## config.mk

```make
export PLATFORM = sky130hd
export DESIGN_NAME = maquina_vendas_param
export DESIGN_NICKNAME = d
export VERILOG_FILES = /design/src/rtl/maquina_vendas_param.sv
export SDC_FILE = /design/constraint.sdc
export NUM_CORES = 1
export LEC_CHECK = 0
export CAP_MARGIN = 40
export CORE_MARGIN = 5
export CORE_UTILIZATION = 38
export DETAILED_ROUTE_END_ITERATION = 6
export HOLD_SLACK_MARGIN = 0.06
export PLACE_DENSITY = 0.81
export SYNTH_ARGS = -nofsm -noshare
export SYNTH_HDL_FRONTEND = slang
export SYNTH_SLANG_ARGS = --single-unit
```

## constraint.sdc

```tcl
create_clock -name clk -period 2 [get_ports clk]
set_input_delay 0.4 -clock clk [delete_from_list [all_inputs] [get_ports clk]]
set_output_delay 0.4 -clock clk [all_outputs]
set_load 0.02 [all_outputs]
```

## src/rtl/maquina_vendas_param.sv

```systemverilog
// Parameterised vending machine: two-digit keypad selection, coin payment,
// single-cycle dispense, unit-by-unit change and full refund on abort/timeout.
module maquina_vendas_param #(
  parameter int ROWS      = 4,
  parameter int COLS      = 4,
  parameter int PRICE_W   = 4,
  parameter int CREDIT_W  = 6,
  parameter int COIN_W    = 2,
  parameter int TIMEOUT_T = 15,
  localparam int KEY_MAX  = (ROWS > COLS) ? ROWS : COLS,
  localparam int KEY_W    = (KEY_MAX > 1) ? $clog2(KEY_MAX) : 1,
  localparam int N_PROD   = ROWS * COLS,
  localparam int IDX_W    = (N_PROD > 1) ? $clog2(N_PROD) : 1
) (
  input  logic                        clk,
  input  logic                        reset,
  input  logic                        tick_1hz,
  input  logic                        key_valid,
  input  logic [KEY_W-1:0]            key_code,
  input  logic                        coin_valid,
  input  logic [COIN_W-1:0]           coin_value,
  input  logic                        cancel,
  input  logic [N_PROD*PRICE_W-1:0]   price_table,
  input  logic [N_PROD-1:0]           stock,
  output logic [2:0]                  state,
  output logic [IDX_W-1:0]            prod_idx,
  output logic [CREDIT_W-1:0]         credit,
  output logic                        dispense,
  output logic                        change_pulse,
  output logic                        refund
);

  localparam int TO_W  = $clog2(TIMEOUT_T + 1);
  localparam int SUM_W = ((CREDIT_W > COIN_W) ? CREDIT_W : COIN_W) + 1;
  localparam logic [KEY_W:0]        ROWS_K     = (KEY_W + 1)'(ROWS);
  localparam logic [KEY_W:0]        COLS_K     = (KEY_W + 1)'(COLS);
  localparam logic [IDX_W-1:0]      COLS_I     = IDX_W'(COLS);
  localparam logic [TO_W-1:0]       TO_LIMIT   = TO_W'(TIMEOUT_T);
  localparam logic [CREDIT_W-1:0]   CREDIT_SAT = '1;

  typedef enum logic [2:0] {
    S_IDLE     = 3'd0,
    S_GET_COL  = 3'd1,
    S_PAY      = 3'd2,
    S_DISPENSE = 3'd3,
    S_CHANGE   = 3'd4,
    S_REFUND   = 3'd5
  } state_t;

  state_t               state_q, state_n;
  logic [KEY_W-1:0]     row_q, row_n;
  logic [IDX_W-1:0]     idx_q, idx_n;
  logic [PRICE_W-1:0]   price_q, price_n;
  logic [CREDIT_W-1:0]  credit_q, credit_n;
  logic [TO_W-1:0]      tcount_q, tcount_n;

  logic                 coin_ok, key_row_ok, key_col_ok, timeout, in_wait;
  logic [IDX_W-1:0]     idx_calc;
  logic [PRICE_W-1:0]   price_calc;
  logic [CREDIT_W-1:0]  price_ext, credit_sat, credit_pay;
  logic [SUM_W-1:0]     sum;

  // Zero-valued coins are treated as if no coin arrived at all.
  assign coin_ok    = coin_valid && (coin_value != '0);
  assign key_row_ok = key_valid && ({1'b0, key_code} < ROWS_K);
  assign key_col_ok = key_valid && ({1'b0, key_code} < COLS_K);
  assign idx_calc   = IDX_W'(row_q) * COLS_I + IDX_W'(key_code);
  assign price_calc = price_table[int'(idx_calc) * PRICE_W +: PRICE_W];
  assign price_ext  = CREDIT_W'(price_q);
  assign sum        = SUM_W'(credit_q) + SUM_W'(coin_value);
  assign credit_sat = (sum > SUM_W'(CREDIT_SAT)) ? CREDIT_SAT : CREDIT_W'(sum);
  assign credit_pay = coin_ok ? credit_sat : credit_q;
  assign timeout    = (tcount_q == TO_LIMIT);

  always_comb begin
    state_n  = state_q;
    row_n    = row_q;
    idx_n    = idx_q;
    price_n  = price_q;
    credit_n = credit_q;
    case (state_q)
      S_IDLE: begin
        if (key_row_ok) begin
          row_n   = key_code;
          state_n = S_GET_COL;
        end
      end
      S_GET_COL: begin
        if (cancel) begin
          state_n = S_IDLE;
        end else if (key_col_ok) begin
          idx_n = idx_calc;
          if (stock[idx_calc] && (price_calc != '0)) begin
            price_n = price_calc;
            state_n = S_PAY;
          end else begin
            state_n = S_IDLE;
          end
        end else if (timeout && !key_valid) begin
          state_n = S_IDLE;
        end
      end
      S_PAY: begin
        // A coin arriving with cancel is credited before the refund starts.
        credit_n = credit_pay;
        if (credit_q >= price_ext) begin
          state_n = S_DISPENSE;
        end else if (cancel || (timeout && !coin_ok)) begin
          state_n = (credit_pay != '0) ? S_REFUND : S_IDLE;
        end
      end
      S_DISPENSE: begin
        credit_n = credit_q - price_ext;
        state_n  = (credit_q != price_ext) ? S_CHANGE : S_IDLE;
      end
      S_CHANGE, S_REFUND: begin
        if (credit_q != '0) begin
          credit_n = credit_q - CREDIT_W'(1);
        end
        if (credit_q <= CREDIT_W'(1)) begin
          state_n = S_IDLE;
        end
      end
      default: state_n = S_IDLE;
    endcase
  end

  // Inactivity timer only runs while waiting for a key or a coin.
  always_comb begin
    tcount_n = tcount_q;
    in_wait  = ((state_q == S_GET_COL) || (state_q == S_PAY)) && (state_n == state_q);
    if (!in_wait || key_valid || coin_ok) begin
      tcount_n = '0;
    end else if (tick_1hz && !timeout) begin
      tcount_n = tcount_q + TO_W'(1);
    end
  end

  always_ff @(posedge clk or negedge reset) begin
    if (!reset) begin
      state_q  <= S_IDLE;
      row_q    <= '0;
      idx_q    <= '0;
      price_q  <= '0;
      credit_q <= '0;
      tcount_q <= '0;
    end else begin
      state_q  <= state_n;
      row_q    <= row_n;
      idx_q    <= idx_n;
      price_q  <= price_n;
      credit_q <= credit_n;
      tcount_q <= tcount_n;
    end
  end

  assign state        = state_q;
  assign prod_idx     = idx_q;
  assign credit       = credit_q;
  assign dispense     = (state_q == S_DISPENSE);
  assign change_pulse = (state_q == S_CHANGE) || (state_q == S_REFUND);
  assign refund       = (state_q == S_REFUND);

endmodule

```

==> reports/results.ini <==
[floorplanning]
rows = 28
start_util_pct = 39.4
die_h_um = 88.6
ios = 106
die_area_sq_um = 7840
core_sq_um = 5960
die_w_um = 88.6

[clocking]
hold_buffers = 0
htree_levels = 1
clockRootBuffer = clkbuf_8
cts.clk_slew.worst_paths_ns = 0.10
clk-insertion-delay-late_ns = 0.28
cts_tree = yes
cts_made_buffers = 3
clock_path_buffers = 2
clock_sinks = 23

[timing]
slew_headroom_pct = 68.8
holdWs_ns = 0.465
final.setup_skew_ns = 0.0109
rsz0062_at_grt = yes
fin_ws_ns = -0.140
finalCritPeriodShare_pct = 107
fin_crit_ns = 2.14
tightestPinTransition_ns = 0.463
hold_violations = 0
setup_viol = 12
fmax_ghz = 0.467
final_max_slew_viol_count = 0

[synth]
syn-mean-instance-area_sq_um = 10.1
synth-seq-cells = 23
syn_nets = 334
synth_cells = 233
synth_edf_count = 0
synthesis.area_sq_um = 2340
dominantRegCellSynth = dfrtp_1
ys_warn_count = 0
ys_types = 50
yosysSeqAreaShare_pct = 24.5
synthArstFlopShare_pct = 100

[outcome]
violations = negative setup slack
status = finished with violations

[routing]
drtIter0Drc = 148
drtAntennaViolNets = 0
via_count = 2732
wirelength_mm = 8.92
vias_per_cell = 5.86
drc = 0
wl_per_cell_um = 19.1
first_pass_iters = 4

[grt]
grt_pass1_wl_mm = 13.2
grt_max_degree = 24
globalRouteOverflowTotal = 0
antenna_found_initial = 1
grt_pass1_vias = 2799
grtUsageTotal_pct = 21.8

[placed_design]
hpwl_mm = 6.63
place_ws_ns = -0.696
place_congestion = 0.895
portBuffers = 105

[pwr]
powerDensity_nw_per_um2 = 1110
power.total_mw = 4.58
peakVddDrop_mv = 0.564
p_leak_nw = 1.71

[finish]
fin_util_pct = 69.5
final_cell_mix = clkdlybuf4s50_1 (99), buf_4 (52), nor2_1 (19), dfrtp_1 (19), mux4_2 (17)
drive_gt1_share_pct = 31.0
num-fill-cells = 447
syn_to_final_growth_pct = 76.5
final_common_cell = clkdlybuf4s50_1
nets = 492

[hold_path]
min_path_type = in -> async

[worst_setup_path]
crit_fanout = 4
worstPathArrival_ns = 2.33
critical_path_required_ns = 2.19
crit_path_end_kind = flop
worst_setup_path_start_kind = flop
criticalPathCategory = reg -> reg

[job]
max_cap_violations = 0

sequential cells by signal, indices dropped and copies added, names as in the netlist:
register	cells
tcount_q	4
prod_idx	4
row_q	2
price_q	4
credit	6
state	3
through the flow:
| stage | TNS (ns) | instance area, sq um | std cells |
|---|---|---|---|
| final | -0.853 | 4140 | 466 |
| after CTS | -0.758 | 4010 | 456 |
| after global routing | -2.19 | 4140 | 466 |
| after detailed placement | -7.31 | 3790 | 445 |
| after floorplan | -0.346 | 2370 | 233 |
| after global placement | -6.65 | 3790 | 445 |
layer usage:
metal / vias to the layer above / part of all wire, % / GRT usage (%)
met1: 1297 / 37 / 25.1
met2: 158 / 51 / 39.3
met3: 20 / 9.5 / 5.21
met5: - / 0 / 0
li1: 1257 / - / -
met4: 0 / 2.8 / 7.55
logic make-up (layout without fill, tap and decap cells):
| family | Yosys count | in the layout | synth area share, % |
|---|---|---|---|
| compound gates | 72 | 72 | 22.4 |
| other cells | 0 | 1 | 0 |
| simple gates | 73 | 74 | 15.8 |
| buf+inv | 22 | 178 | 4.54 |
| fa+ha+maj | 11 | 11 | 6.51 |
| flops | 23 | 23 | 24.5 |
| xor+xnor | 3 | 3 | 1.12 |
| mux | 29 | 29 | 25.1 |
worst paths after layout:
path	to	cells after the start	start	slack [ns]
max in group asynchronous	credit[5]	2	reset	1.26
min in group clk	prod_idx[1]	1	prod_idx[1]	0.51
worst min-delay path	credit[1]	2	reset	0.46
worst max-delay path	tcount_q[1]	10	credit[0]	-0.14
worst min register to register	prod_idx[1]	1	prod_idx[1]	0.51
worst max register to register	tcount_q[1]	10	credit[0]	-0.14
repair_timing:
action                                  4_1_cts  5_1_grt
pin swaps                                    15       25
gates resized for setup                      30       19
endpoints found under the setup margin       20       19
gates cloned                                  1        2
setup buffers                                 8        8
worst max-delay path, stage by stage (launching register included):
cell      delay (ns)
dfrtp_2         0.43
inv_2           0.08
ha_4            0.14
inv_2           0.04
fa_2            0.34
a21o_1          0.17
a21oi_2         0.16
nand3_2         0.10
nor4bb_1        0.27
o21ai_1         0.17
a21oi_1         0.16
where the power goes:
group	total, mW	internal, mW	leakage, nW	switching [mW]
clock network	0.312	0.140	0.0255	0.172
registers	0.884	0.648	0.285	0.237
logic	3.38	1.79	1.40	1.59
total	4.57	2.58	1.71	2.00
final cells by class:
class	instances	area, sq um	area share (%)
multi-input cells	189	1810	43.6
repair buffers	165	1580	38.1
flip-flops and latches	23	581	14.0
well taps	75	93.8	2.27
clock buffers	3	41.3	0.998
inverters	9	33.8	0.816
clock inverters	1	5.00	0.121
diodes	1	2.50	0.0605
Yosys cell counts (8+ instances only):
cell type / count / area [sq um]
dfrtp_1: 23 / 576
o21ai_0: 12 / 60.1
ha_1: 9 / 113
a31oi_1: 11 / 68.8
inv_1: 8 / 30.0
a21oi_1: 9 / 45.0
nor2_1: 19 / 71.3
mux4_2: 14 / 315
nor3_1: 10 / 50.1
nand2_1: 11 / 41.3
(Power assumes the default switching activity.)
